## config.mk

```make
export PLATFORM = sky130hd
export DESIGN_NAME = hazard_ctrl
export DESIGN_NICKNAME = d
export VERILOG_FILES = /design/src/rtl/hazard_ctrl_pkg.sv /design/src/rtl/hazard_ctrl_decode.sv /design/src/rtl/hazard_ctrl.sv
export SDC_FILE = /design/constraint.sdc
export NUM_CORES = 1
export LEC_CHECK = 0
export ABC_CLOCK_PERIOD_IN_PS = 2800
export BUFFER_PORTS_ARGS = -buffer_cell sky130_fd_sc_hd__buf_2
export CORE_ASPECT_RATIO = 0.8
export CORE_MARGIN = 10
export CORE_UTILIZATION = 33
export DETAILED_ROUTE_END_ITERATION = 16
export PLACE_DENSITY_LB_ADDON = 0.2
export SLEW_MARGIN = 20
export SYNTH_ARGS = -nofsm -noshare
export SYNTH_HDL_FRONTEND = slang
export SYNTH_SLANG_ARGS = --single-unit
```

## constraint.sdc

```tcl
create_clock -name clk -period 2.8 [get_ports clk]
set_clock_uncertainty 0.05 [all_clocks]
set_input_delay 0.56 -clock clk [delete_from_list [all_inputs] [get_ports clk]]
set_output_delay 0.56 -clock clk [all_outputs]
set_load 0.02 [all_outputs]
```

## src/rtl/hazard_ctrl_pkg.sv

```systemverilog
// Shared pipeline constants plus hazard controller types.
// Opcodes follow the RV32I base encoding.
`ifndef INSTR_SIZE
`define INSTR_SIZE 32
`endif

package hazard_ctrl_pkg;

    localparam int REG_ADDR_W = 5;

    localparam logic [6:0] OP_RTYPE  = 7'b0110011;
    localparam logic [6:0] OP_ITYPE  = 7'b0010011;
    localparam logic [6:0] OP_LDTYPE = 7'b0000011;
    localparam logic [6:0] OP_STYPE  = 7'b0100011;
    localparam logic [6:0] OP_BTYPE  = 7'b1100011;
    localparam logic [6:0] OP_LUI    = 7'b0110111;
    localparam logic [6:0] OP_AUIPC  = 7'b0010111;
    localparam logic [6:0] OP_JAL    = 7'b1101111;
    localparam logic [6:0] OP_JALR   = 7'b1100111;

    typedef struct packed {
        logic                  valid;
        logic [REG_ADDR_W-1:0] rd;
        logic                  we;
        logic                  ld;
    } sb_entry_t;

    typedef enum logic {
        RUN   = 1'b0,
        FLUSH = 1'b1
    } hctrl_state_t;

    localparam sb_entry_t SB_EMPTY = '0;

    // x0 is hardwired, so it can never carry a dependency.
    function automatic logic src_hit(
        input logic                  use_rs,
        input logic [REG_ADDR_W-1:0] rs,
        input sb_entry_t             e
    );
        return use_rs && (rs != '0) && e.valid && e.we && (e.rd == rs);
    endfunction

endpackage

```

## src/rtl/hazard_ctrl_decode.sv

```systemverilog
// ID-stage operand/usage decoder for hazard detection.
// Purely combinational; funct fields are irrelevant here.
module hazard_decode
    import hazard_ctrl_pkg::*;
(
    input  logic [`INSTR_SIZE-1:0] instr_in,
    output logic [REG_ADDR_W-1:0]  rs1,
    output logic [REG_ADDR_W-1:0]  rs2,
    output logic [REG_ADDR_W-1:0]  rd,
    output logic                   uses_rs1,
    output logic                   uses_rs2,
    output logic                   writes_rd,
    output logic                   is_load
);

    logic [6:0] opcode;
    logic       unused_bits;

    assign opcode      = instr_in[6:0];
    assign rd          = instr_in[11:7];
    assign rs1         = instr_in[19:15];
    assign rs2         = instr_in[24:20];
    assign unused_bits = ^{instr_in[`INSTR_SIZE-1:25], instr_in[14:12]};

    always_comb begin
        uses_rs1  = 1'b0;
        uses_rs2  = 1'b0;
        writes_rd = 1'b0;
        is_load   = 1'b0;
        unique case (1'b1)
            (opcode == OP_RTYPE): begin
                uses_rs1  = 1'b1;
                uses_rs2  = 1'b1;
                writes_rd = 1'b1;
            end
            (opcode == OP_ITYPE): begin
                uses_rs1  = 1'b1;
                writes_rd = 1'b1;
            end
            (opcode == OP_LDTYPE): begin
                uses_rs1  = 1'b1;
                writes_rd = 1'b1;
                is_load   = 1'b1;
            end
            (opcode == OP_STYPE),
            (opcode == OP_BTYPE): begin
                uses_rs1 = 1'b1;
                uses_rs2 = 1'b1;
            end
            (opcode == OP_LUI),
            (opcode == OP_AUIPC),
            (opcode == OP_JAL): begin
                writes_rd = 1'b1;
            end
            (opcode == OP_JALR): begin
                uses_rs1  = 1'b1;
                writes_rd = 1'b1;
            end
            default: ;
        endcase
    end

endmodule

```

## src/rtl/hazard_ctrl.sv

```systemverilog
// Pipeline hazard controller: RAW stalls, branch flush, memory freeze.
// Outputs are combinational so the cu can act on them in the same cycle.
module hazard_ctrl
    import hazard_ctrl_pkg::*;
#(
    parameter bit FWD_EN     = 1'b1,
    parameter bit WB_BYPASS  = 1'b1,
    parameter int BR_PENALTY = 2,
    parameter int CNT_W      = 16
) (
    input  logic                   clk,
    input  logic                   nrst,
    input  logic [`INSTR_SIZE-1:0] instr_in,
    input  logic                   branch_taken,
    input  logic                   dmem_ready,
    output logic                   stall,
    output logic                   chng2nop,
    output logic                   flush,
    output logic                   freeze,
    output logic [CNT_W-1:0]       hazard_cnt
);

    localparam logic [2:0] BR_RELOAD = 3'(BR_PENALTY - 1);

    logic [REG_ADDR_W-1:0] rs1;
    logic [REG_ADDR_W-1:0] rs2;
    logic [REG_ADDR_W-1:0] id_rd;
    logic                  uses_rs1;
    logic                  uses_rs2;
    logic                  writes_rd;
    logic                  is_load;

    hazard_decode u_decode (
        .instr_in  (instr_in),
        .rs1       (rs1),
        .rs2       (rs2),
        .rd        (id_rd),
        .uses_rs1  (uses_rs1),
        .uses_rs2  (uses_rs2),
        .writes_rd (writes_rd),
        .is_load   (is_load)
    );

    sb_entry_t    id_e;
    sb_entry_t    ex_q;
    sb_entry_t    mem_q;
    sb_entry_t    wb_q;
    hctrl_state_t state_q;
    logic [2:0]   br_cnt_q;
    logic         hit_ex;
    logic         hit_mem;
    logic         hit_wb;
    logic         raw;
    logic         br_act;
    logic         raw_stall;
    logic         unused_ld;

    assign id_e = '{
        valid: 1'b1,
        rd:    id_rd,
        we:    writes_rd && (id_rd != '0),
        ld:    is_load
    };

    assign hit_ex  = src_hit(uses_rs1, rs1, ex_q)
                  || src_hit(uses_rs2, rs2, ex_q);
    assign hit_mem = src_hit(uses_rs1, rs1, mem_q)
                  || src_hit(uses_rs2, rs2, mem_q);
    assign hit_wb  = src_hit(uses_rs1, rs1, wb_q)
                  || src_hit(uses_rs2, rs2, wb_q);

    // With forwarding only a load still in EX cannot be bypassed.
    assign raw = FWD_EN
               ? (ex_q.ld && hit_ex)
               : (hit_ex || hit_mem || (!WB_BYPASS && hit_wb));

    assign unused_ld = mem_q.ld ^ wb_q.ld;

    assign br_act    = branch_taken || (state_q == FLUSH);
    assign raw_stall = nrst && dmem_ready && !br_act && raw;

    assign freeze   = nrst && !dmem_ready;
    assign flush    = nrst && dmem_ready && br_act;
    assign chng2nop = nrst && dmem_ready && (br_act || raw);
    assign stall    = nrst && (!dmem_ready || (!br_act && raw));

    always_ff @(posedge clk or negedge nrst) begin
        if (!nrst) begin
            ex_q  <= SB_EMPTY;
            mem_q <= SB_EMPTY;
            wb_q  <= SB_EMPTY;
        end else if (dmem_ready) begin
            ex_q  <= chng2nop ? SB_EMPTY : id_e;
            mem_q <= ex_q;
            wb_q  <= mem_q;
        end
    end

    always_ff @(posedge clk or negedge nrst) begin
        if (!nrst) begin
            state_q  <= RUN;
            br_cnt_q <= '0;
        end else if (dmem_ready) begin
            unique case (state_q)
                RUN: begin
                    if (branch_taken && (BR_PENALTY > 1)) begin
                        state_q  <= FLUSH;
                        br_cnt_q <= BR_RELOAD;
                    end
                end
                FLUSH: begin
                    if (branch_taken) begin
                        br_cnt_q <= BR_RELOAD;
                    end else if (br_cnt_q == 3'd1) begin
                        state_q  <= RUN;
                        br_cnt_q <= '0;
                    end else begin
                        br_cnt_q <= br_cnt_q - 3'd1;
                    end
                end
                default: begin
                    state_q  <= RUN;
                    br_cnt_q <= '0;
                end
            endcase
        end
    end

    always_ff @(posedge clk or negedge nrst) begin
        if (!nrst) begin
            hazard_cnt <= '0;
        end else if (raw_stall && (hazard_cnt != '1)) begin
            hazard_cnt <= hazard_cnt + CNT_W'(1);
        end
    end

endmodule

```

Word level (Yosys, flattened, before mapping):

Cells that the tools add are included.

* bits in registers: 28
* latch bits: 0
* bits in writable memories: 0
* bits in read-only memories: 0
* input port bits: 36
* output and inout bits: 20
* logic and storage cells: 69
* memories: 0

* add/subtract/negate cells: 2
* multipliers: 0
* divide/modulo/power cells: 0
* magnitude comparators: 0
* equality and inequality tests: 14
* shift-type cells: 0
* multiplexer cells: 13
* bitwise logic cells: 1
* reduce and logical (&&, ||, !) cells: 32

Operators with widths (count)
* 7-bit by 6-bit == test with 1-bit output, second input constant: 3
* 7-bit == test, second input constant: 3
* 1-bit logical AND: 19
* 16-bit by 1-bit adder with 16-bit output, second input constant: 1
* 16-bit != test, second input constant: 1
* 5-bit nonzero test: 3
* 7-bit by 5-bit == test with 1-bit output, second input constant: 2
* 5-bit == test: 2
* 3-bit two-way mux: 3
* 8-bit two-way mux: 1
* 7-bit by 2-bit == test with 1-bit output, second input constant: 1
* 1-bit two-way mux: 7
* 7-bit OR reduction: 1
* 3-bit one-hot mux with 2 select lines: 1
* 6-bit OR reduction: 1
* 1-bit logical OR: 4
* 3-bit by 1-bit == test with 1-bit output, second input constant: 1
* 3-bit OR reduction: 1
* 3-bit by 1-bit subtractor with 3-bit output, second input constant: 1
* 1-bit logical NOT: 2
* 2-bit != test, second input constant: 1
* 1-bit one-hot mux with 2 select lines: 1
* 2-bit AND reduction: 1
* 1-bit NOT: 1

Longest topological paths before layout:

Gate-level depths: netlist of the first run.

* depth after elaboration: 12
* depth in mapped cells: 7

Modules after synthesis:

From an unflattened synthesis of the first run, not the netlist that was laid out.

* cell total of the unflattened synthesis: 180
* area, all modules: 1752.9 um2

Modules (own cells, without submodules)
* hazard_ctrl: times used 1, cells an instance 154, area each 1542.7 um2
* hazard_decode: times used 1, cells an instance 26, area each 210.2 um2

Least setup slack after synthesis of the first run:

Ideal clock, no wire load.

* kind: input-to-output
* from: input instr_in[3]
* to: output chng2nop
* arrival: 2038 ps
* data required time: 2190 ps
* setup slack: 152 ps
* stages on the path: 6
* buffers on the path: 1
* path through: and3b_2 nand4b_1 a211oi_1 a21oi_1 clkbuf_1 o22ai_1

* longest elaborated chain between the ends: 11
* elaborated cells on any way between the ends: 22
* those cells by class: eq/ne (6); mux (2); reduce/logical (14)

Ends and longest elaborated chain
* start, declared: line hazard_ctrl.sv:13 `` input logic [`INSTR_SIZE-1:0] instr_in, ``
* 7-bit == test, or another cell as far along: line hazard_ctrl_decode.sv:55 `(opcode == OP_JALR): begin`
* 6-bit OR reduction (no source line) / 3-bit OR reduction (equally long branches)
* 1-bit two-way mux: line hazard_ctrl_decode.sv:30 `unique case (1'b1)`
* 1-bit logical AND
* 1-bit logical AND (3 in series): line hazard_ctrl_pkg.sv:41 `return use_rs && (rs != '0) && e.valid && e.we && (e.rd == rs);`
* 1-bit logical OR *: line hazard_ctrl.sv:66 `|| src_hit(uses_rs2, rs2, ex_q);`
* 1-bit logical AND *: line hazard_ctrl.sv:74 `? (ex_q.ld && hit_ex)`
* 1-bit logical OR *: line hazard_ctrl.sv:84 `assign chng2nop = nrst && dmem_ready && (br_act || raw);`
* 1-bit logical AND *: line hazard_ctrl.sv:84
* end, declared: line hazard_ctrl.sv:17 `output logic chng2nop,`

Every way passes the cells marked *; elsewhere a longest branch is shown, timed or not.

Worst setup path in the final report of the first run:

* from: input instr_in[3]
* to: output stall

* longest elaborated chain between the ends: 12
* elaborated cells on any way between the ends: 23
* those cells by class: eq/ne (6); mux (2); reduce/logical (15)

Ends and longest elaborated chain
* 7-bit == test, or another cell as far along: line hazard_ctrl_decode.sv:55
* 6-bit OR reduction (no source line) / 3-bit OR reduction (equally long branches)
* 1-bit two-way mux: line hazard_ctrl_decode.sv:30
* 1-bit logical AND
* 1-bit logical AND (3 in series): line hazard_ctrl_pkg.sv:41
* 1-bit logical OR *: line hazard_ctrl.sv:66
* 1-bit logical AND *: line hazard_ctrl.sv:74
* 1-bit logical AND *: line hazard_ctrl.sv:85 `assign stall = nrst && (!dmem_ready || (!br_act && raw));`
* 1-bit logical OR *: line hazard_ctrl.sv:85
* 1-bit logical AND *: line hazard_ctrl.sv:85
* end, declared: line hazard_ctrl.sv:16 `output logic stall,`

Marked as above.

==> metrics.yaml, run 1 <==
outcome:
  status: "complete, no violations"
floorplanning:
  die_x_um: 98.6
  die_h_um: 82.9
  core_mm2: 0.00468
  rows: 22
  pin_count: 56
  start_util_pct: 34.8
  dieArea_mm2: 0.00817
logic_synthesis:
  synth.largest_area_cell: "dfrtp_1"
  synth_area_per_cell_um2: 9.76
  synth_seq_area_share_pct: 43.0
  postSynth.asyncResetShare_pct: 100
  synth_area_leaders: "dfrtp_1 (43%), xnor2_1 (6.4%), xor2_1 (5.4%)"
  ys.flop_type: "dfrtp_1"
  ys_warn_count: 0
  synth_top_area_share_pct: 43.0
  syn_area_mm2: 0.00163
  synth_nets: 206
  synth-edff-count: 0
  yosys_register_bits: 28
  yosys.cell_types.count: 47
  synthCells: 167
layout:
  antenna_cells: 0
  regArea_um2: 701
  fillerInstances: 480
  syn_to_final_growth_pct: 23.1
  drive_above_1_share_pct: 28.4
  final_util_pct: 42.9
  layout.nets: 258
  multiInputGateArea_um2: 887
pwr:
  ir_worst_vdd_mv: 0.195
  p_per_area_mw_per_mm2: 459
  p_leak_nw: 0.970
placement:
  post-dp-hpwl_um: 3160
  port_buffers: 45
  gp_congestion: 0.718
global_routing:
  antenna_found_initial: 0
  grt_pass1_wl_um: 6870
  gr-total-overflow: 0
  grt_usage_pct: 9.96
  grt_pass1_vias: 1356
  grt_max_degree: 31
setup_path:
  critPathLaunchType: "input port"
  cp_max_fo: 3
  cp.arrival_ns: 1.99
  crit_path_end_kind: "primary output"
  cp.required_ns: 2.19
  crit_type: "input port to primary output"
sta:
  worst_slew_pin_slew_ns: 0.402
  slew_viol_final: 0
  tns_ns: 0
  period_minus_slack_ns: 2.60
  setup_violations: 0
  slew_headroom_pct: 73.2
  period_share_pct: 92.8
  timing.fmax_mhz: 385
  hold_viol_final: 0
  grt_setup_unrepaired: "false"
drt:
  wl_met2_um: 1960
  routed_wl_um: 4060
  drc: 0
  drt_iter0_markers: 91
  drtPass1Iterations: 4
  top_layer_used: "met4"
  via_count: 1370
  met3WireLength_um: 158
  viasPerCell: 4.93
  wl_met1_um: 1900
  ant_nets: 0
  wire_per_inst_um: 14.6
clock_tree:
  clk_path_buf_depth: 2
  htreeDepth: 1
  clkTransAtPathRegs_ns: 0.09
  hold_buffers: 0
  cts_tree: "built"
  root_buffer: "clkbuf_8"
  cts.sinks: 28
  numCtsBuffers: 3
  post_cts_buffers: 0
  insertion_delay_ns: 0.27
  cts_resized: 0
min_path:
  holdCritPathClass: "input port to asynchronous set/reset pin"
job:
  max_cap_violations: 0
-- synthesized netlist by cell type (3+ instances only) --
| master | n |
|---|---|
| a21oi_1 | 6 |
| dfrtp_1 | 28 |
| ha_1 | 3 |
| inv_1 | 5 |
| mux2i_1 | 5 |
| nand2_1 | 14 |
| nand3_1 | 5 |
| nand4_1 | 5 |
| nand4b_1 | 3 |
| nor2_1 | 19 |
| nor4_1 | 9 |
| o22ai_1 | 3 |
| xnor2_1 | 12 |
| xor2_1 | 10 |
-- through the flow --
step	setup WS (ns)	instances	total power (W)	hold slack, ns	cell area (µm²)
final	0.200	278	0.000920	0.262	2010
after global routing	0.103	278	0.000983	0.290	2010
after CTS	0.209	278	0.000939	0.282	2010
after detailed placement	0.212	274	0.000685	0.432	1950
after global placement	0.161	274	0.000682	0.427	1950
after floorplan	0.152	167	0.000609	0.214	1630
-- power breakdown --
part | total (W) | internal [W] | switching, W
Clock | 0.000246 | 0.000126 | 0.000120
Sequential | 0.000478 | 0.000440 | 0.0000383
Combinational | 0.000196 | 0.0000876 | 0.000108
-- cell usage in the layout (no fill, tap or decap), drive strengths merged, types with 4 or more instances in the layout --
master,netlist,routed
a21oi,6,6
buf,3,51
clkbuf,1,4
dfrtp,28,28
inv,5,5
mux2i,5,5
nand2,14,14
nand3,5,5
nand4,5,5
nor2,19,19
nor4,11,11
xnor2,12,12
xor2,10,10
-- worst max-delay path, cell delays in order --
cell	delay (ns)
buf_2	0.10
and3b_2	0.26
nand4b_1	0.15
a211oi_1	0.22
a21oi_1	0.14
nor4_1	0.26
o21a_1	0.14
buf_2	0.16
-- final timing paths --
path | startpoint | depth (start not counted) | to | slack [ns]
worst max-delay path | instr_in[3] | 8 | stall | 0.20
worst min register to register | hazard_cnt[10]$_DFFE_PN0P_ | 1 | hazard_cnt[10]$_DFFE_PN0P_ | 0.44
worst max register to register | ex_q[4]$_DFFE_PN0P_ | 7 | hazard_cnt[1]$_DFFE_PN0P_ | 0.56
min in group clk | hazard_cnt[10]$_DFFE_PN0P_ | 1 | hazard_cnt[10]$_DFFE_PN0P_ | 0.44
max in group asynchronous | nrst | 2 | br_cnt_q[2]$_DFFE_PN0P_ | 2.16
worst min-delay path | nrst | 2 | hazard_cnt[15]$_DFFE_PN0P_ | 0.26
-- final cells by class --
| class | count | share of cell area, % |
|---|---|---|
| Clock buffer | 4 | 2.74 |
| Tap cell | 60 | 3.74 |
| Timing Repair Buffer | 51 | 13.5 |
| Sequential cell | 28 | 34.9 |
| Inverter | 5 | 0.935 |
| Multi-Input combinational cell | 130 | 44.2 |
-- logic make-up after synthesis --
logic type,Yosys count,share of synthesized area (%)
AND/OR/NAND/NOR,79,28.0
flip-flops,28,43.0
XOR/XNOR,22,11.8
AO/OA/AOI/OAI,19,7.83
buffers and inverters,9,2.61
multiplexers,7,4.45
adder cells (fa/ha/maj),3,2.30
-- routing by layer --
metal | up-vias | track usage [%]
met4 | 0 | 2.72
li1 | 711 | -
met5 | - | 0
met3 | 4 | 2.90
met2 | 14 | 15.9
met1 | 641 | 12.7
-- registers in the layout (all words and copies together) (netlist names) --
| register | flops |
|---|---|
| ex_q | 8 |
| br_cnt_q | 3 |
| state_q | 1 |
| hazard_cnt | 16 |
(Power assumes the default switching activity.)
==> run 2, diff against run 1 <==
- ABC_AREA: default -> 1
- SLEW_MARGIN: 20 -> default
==> run 2 against run 1 <==
Net effect: utilization is 3.1 points lower; total power is 0.14% higher; clock power is 4% higher; flip-flop and latch count stayed put; critical path depth is 3 higher; critical path type unchanged; largest cell class unchanged; highest routed layer unchanged.
==> metrics.yaml, run 2 <==
outcome:
  status: "complete, no violations"
sta:
  worst_slew_pin_slew_ns: 0.488
  whs_ns: 0.274
  postLayoutSetupSlackWorst_ns: 0.394
  slew_headroom_pct: 67.2
  grt_setup_unrepaired: "false"
  period_share_pct: 85.9
  tns_ns: 0
  setup_violations: 0
  period_minus_slack_ns: 2.41
  slew_viol_final: 0
  hold_viol_final: 0
  timing.fmax_mhz: 416
setup_path:
  worstReg2RegStart: "hazard_cnt[0]$_DFFE_PN0P_"
  ff2ff_setup_slack_ns: 0.74
  cp_max_fo: 3
  rr_endpoint: "hazard_cnt[5]$_DFFE_PN0P_"
  r2r_cells: 9
  cp.arrival_ns: 1.80
  crit_type: "input port to primary output"
  critPathLaunchType: "input port"
  crit_path_end_kind: "primary output"
  cp.required_ns: 2.19
layout:
  fillerInstances: 643
  largest_reg_flops: 16
  layout_commonest_cell: "nand2_1"
  drive_above_1_share_pct: 21.5
  top_regs: "hazard_cnt (16), ex_q (8), br_cnt_q (3)"
  final_area_mm2: 0.00233
  layout.nets: 365
  top_register: "hazard_cnt"
  final_cell_mix: "nand2_1 (98), buf_2 (45), nand3_1 (29)"
  syn_to_final_growth_pct: 18.3
  antenna_cells: 0
placement:
  gp_congestion: 0.846
  post-dp-hpwl_um: 3940
  dp_worst_setup_slack_ns: 0.363
  port_buffers: 45
  post_dp_cell_area_mm2: 0.00227
pwr:
  p_per_area_mw_per_mm2: 396
  ir_worst_vdd_mv: 0.190
  p_leak_nw: 1.27
drt:
  routed_wl_um: 4980
  drc: 0
  drtPass1Iterations: 4
  via_count: 1853
  viasPerCell: 4.56
  ant_nets: 0
  drt_iter0_markers: 91
  wire_per_inst_um: 12.3
global_routing:
  grt_pass1_vias: 1692
  grt_usage_pct: 10.6
  antenna_found_initial: 0
  gr-total-overflow: 0
  grt_pass1_wl_um: 8210
  grt_max_degree: 30
clock_tree:
  htreeDepth: 1
  post_cts_buffers: 0
  cts_resized: 0
  cts_tree: "built"
  clk_path_buf_depth: 2
  cts.sinks: 28
  hold_buffers: 0
  root_buffer: "clkbuf_8"
  numCtsBuffers: 3
  insertion_delay_ns: 0.28
  clkTransAtPathRegs_ns: 0.10
logic_synthesis:
  syn_area_mm2: 0.00197
  postSynth.asyncResetShare_pct: 100
  yosys.cell_types.count: 31
  synthCells: 279
  ys_warn_count: 0
  ys.flop_type: "dfrtp_1"
  yosys_register_bits: 28
  synth_area_per_cell_um2: 7.05
  synth_seq_area_share_pct: 35.6
  synth_top_area_share_pct: 35.6
  synth_area_leaders: "dfrtp_1 (36%), nand2_1 (19%), nand3_1 (7.4%)"
  synth.most_common_cell: "nand2_1"
  synth-edff-count: 0
  synthTopCellsByCount: "nand2_1 (98), nand3_1 (29), dfrtp_1 (28), inv_1 (28), nor2_1 (22)"
  synth.largest_area_cell: "dfrtp_1"
  synth_nets: 318
min_path:
  holdCritPathClass: "input port to asynchronous set/reset pin"
floorplanning:
  core_mm2: 0.00585
  die_h_um: 89.0
  rows: 25
  pin_count: 56
  dieArea_mm2: 0.00946
  start_util_pct: 33.6
  die_x_um: 106
job:
  max_cap_violations: 0
[run 2: worst max-delay path by stage]
stage                           start     to  slack (ns)  cells after the start
after floorplan           instr_in[3]  stall        0.60                      9
after global placement    instr_in[3]  stall        0.36                     11
after detailed placement  instr_in[3]  stall        0.36                     11
after CTS                 instr_in[3]  stall        0.36                     11
after global routing      instr_in[4]  stall        0.25                     11
final                     instr_in[3]  stall        0.39                     11
[run 2: layout make-up]
class | count | area [µm²] | area share, %
multi-input combinational | 211 | 1100 | 47.2
sequential | 28 | 701 | 30.1
timing repair buffer | 47 | 240 | 10.3
inverter | 35 | 131 | 5.65
tap | 81 | 101 | 4.36
clock buffer | 4 | 55.1 | 2.37
[run 2: kinds of logic (layout without fill, tap and decap cells)]
group / Yosys count / count (layout) / synth area share (%)
AOI/OAI and AO/OA: 17 / 17 / 4.84
xor gates and xnor gates: 16 / 16 / 7.13
adders and majority gates: 3 / 3 / 1.91
buffers and inverters: 40 / 86 / 8.53
DFF: 28 / 28 / 35.6
and+or+nand+nor: 175 / 175 / 41.9
[run 2: routing by layer]
layer,global-route usage [%],wire length (µm)
met1,15.3,2660
met2,15.2,2040
met3,3.46,268
met4,1.47,17
met5,0,0
[run 2: power by group]
group | leakage, nW | total, W | switching, W | internal [W]
registers | 0.374 | 0.000462 | 0.0000246 | 0.000438
clock network | 0.0288 | 0.000256 | 0.000130 | 0.000126
logic | 0.871 | 0.000203 | 0.000124 | 0.0000789
total | 1.27 | 0.000921 | 0.000279 | 0.000643
[run 2: metrics by stage]
stage                     power (W)  instances  utilization [%]
after floorplan            0.000605        279                -
after global placement     0.000673        402             38.8
after detailed placement   0.000677        402             38.8
after CTS                  0.000941        406             39.8
after global routing       0.000995        406             39.8
final                      0.000921        406             39.8
[run 2: critical path, cell delays in order]
cell,delay (ns)
buf_2,0.10
inv_2,0.06
nand2_2,0.07
nor2_4,0.10
nand2_1,0.09
nand3_1,0.09
nand2_1,0.09
a21oi_2,0.21
nand2_1,0.07
a21oi_1,0.16
buf_2,0.19
==> run 3, diff against run 2 <==
- BUFFER_PORTS_ARGS: -buffer_cell sky130_fd_sc_hd__buf_2 -> default
- DONT_BUFFER_PORTS: default -> 1
==> run 3 against run 2 <==
Net effect: design area is 9.1% lower; critical path depth is 2 lower; sequential power barely moved; die area stayed put; cell count decreased by 11%; worst hold slack worse by 0.23 ns; global-route usage up 0.64 points; utilization is 3.6 points lower; total power decreased by 6.0%; first-iteration DRC count decreased by 3.3%; count of clock-buffer cells in the layout decreased by 1; clock power shrank 12%; critical path type is now register to primary output; critical endpoint unchanged; largest cell class unchanged.
==> metrics.yaml, run 3 (synthesis results as in run 2) <==
setup_path:
  crit_type: "register to primary output"
  crit_buf_inv: 2
  critPathLaunchType: "register"
  cp.required_ns: 2.19
  cp_cell_sequence: "inv_2 > nand2_1 > nand2_1 > nor2_1 > nand3_1 > a21oi_2 > nand2_1 > a21oi_1 > buf_4"
  critPathMaxStageDelay_ns: 0.39
  crit_path_end_kind: "primary output"
  crit_top_cell: "nand2_1"
  cp_max_fo: 3
  cp.arrival_ns: 1.80
  cpMaxStageDelayCell: "dfrtp_1"
  crit_family: "compound AO/OA/AOI/OAI gates"
sta:
  hold_viol_final: 0
  tns_ns: 0
  period_share_pct: 86.2
  slew_headroom_pct: 67.5
  setup_violations: 0
  period_minus_slack_ns: 2.41
  postLayoutSetupSlackWorst_ns: 0.385
  worst_slew_pin_slew_ns: 0.482
  timing.fmax_mhz: 414
  slew_viol_final: 0
  grt_setup_unrepaired: "false"
drt:
  drc: 0
  routed_wl_um: 5070
  wire_per_inst_um: 14.0
  drtPass1Iterations: 4
  viasPerCell: 4.76
  via_count: 1722
  drt_iter0_markers: 88
  ant_nets: 0
placement:
  gp_congestion: 0.852
  port_buffers: 0
  post-dp-hpwl_um: 3920
  dp_worst_setup_slack_ns: 0.458
  post_dp_cell_area_mm2: 0.00205
clock_tree:
  clk_path_buf_depth: 2
  insertion_delay_ns: 0.28
  htreeDepth: 1
  root_buffer: "clkbuf_8"
  numCtsBuffers: 3
  cts.sinks: 28
  clkTransAtPathRegs_ns: 0.10
  cts_tree: "built"
layout:
  syn_to_final_growth_pct: 7.57
  layout.nets: 322
  final_cell_mix: "nand2_1 (98), nand3_1 (29), inv_1 (28), dfrtp_1 (28), nor2_1 (22)"
  layout_commonest_cell: "nand2_1"
  final_area_mm2: 0.00211
  fillerInstances: 640
  final_util_pct: 36.1
  largest_reg_flops: 16
  top_register: "hazard_cnt"
  drive_above_1_share_pct: 9.25
  antenna_cells: 0
  top_regs: "hazard_cnt (16), ex_q (8), br_cnt_q (3)"
floorplanning:
  pin_count: 56
  die_h_um: 89.0
  dieArea_mm2: 0.00946
  start_util_pct: 33.6
  rows: 25
  core_mm2: 0.00585
  die_x_um: 106
pwr:
  p_per_area_mw_per_mm2: 410
  p_leak_nw: 1.07
  ir_worst_vdd_mv: 0.178
outcome:
  status: "complete, no violations"
global_routing:
  antenna_found_initial: 0
  grt_pass1_wl_um: 8720
  grt_usage_pct: 11.2
  gr-total-overflow: 0
  grt_pass1_vias: 1721
  grt_max_degree: 29
job:
  max_cap_violations: 0
min_path:
  holdCritPathClass: "input port to asynchronous set/reset pin"
-- run 3: through the flow --
stage          hold slack, ns  cells  power (W)
5_1_grt                0.0332    362   0.000935
4_1_cts                0.0365    362   0.000886
6_report               0.0406    362   0.000867
3_5_place_dp            0.215    358   0.000642
3_3_place_gp            0.215    358   0.000637
2_1_floorplan           0.214    279   0.000605
-- run 3: what timing repair did --
action,in CTS,in global routing
buffers inserted,0,0
hold buffers,1,0
hold endpoints to repair,28,0
resized for setup,0,0
-- run 3: final cells by class --
class	instances	area, µm²	share of cell area, %
sequential	28	701	33.1
tap	81	101	4.79
timing repair buffer	4	42.5	2.01
clock buffer	3	41.3	1.95
multi-input combinational	211	1100	51.9
inverter	35	131	6.21
-- run 3: path summary, 6_finish.rpt --
kind                                           start                        end  slack, ns  cells past startpoint
min                                             nrst  hazard_cnt[5]$_DFFE_PN0P_       0.04                      1
min in group clk                          dmem_ready        ex_q[4]$_DFFE_PN0P_       0.33                      1
max in group asynchronous                       nrst    br_cnt_q[0]$_DFFE_PN0P_       2.50                      1
min reg2reg                      ex_q[7]$_DFFE_PN0P_        ex_q[7]$_DFFE_PN0P_       0.44                      2
max                              ex_q[4]$_DFFE_PN0P_                      stall       0.39                      9
max reg2reg                hazard_cnt[0]$_DFFE_PN0P_  hazard_cnt[8]$_DFFE_PN0P_       0.54                      9
-- run 3: worst register-to-register path, cell delays in order, from the launching register on --
cell,delay (ns)
dfrtp_1,0.60
ha_1,0.35
nand2_1,0.12
nor2_4,0.13
nand4_2,0.14
nor2_2,0.17
nand3_4,0.21
nand4_4,0.29
nand2_1,0.08
nand2_1,0.06
-- run 3: power breakdown --
part           leakage, nW  internal (W)  switching (W)
clock               0.0216     0.0000969       0.000128
combinational        0.679     0.0000691       0.000110
sequential           0.374      0.000438      0.0000247
-- run 3: metal layers --
| layer | vias to the layer above | GRT usage, % | share of wire [%] |
|---|---|---|---|
| met5 | - | 0 | 0 |
| li1 | 891 | - | - |
| met3 | 5 | 3.53 | 8.2 |
| met2 | 35 | 17.1 | 43 |
| met4 | 0 | 2.58 | 0.93 |
| met1 | 791 | 15.2 | 48 |
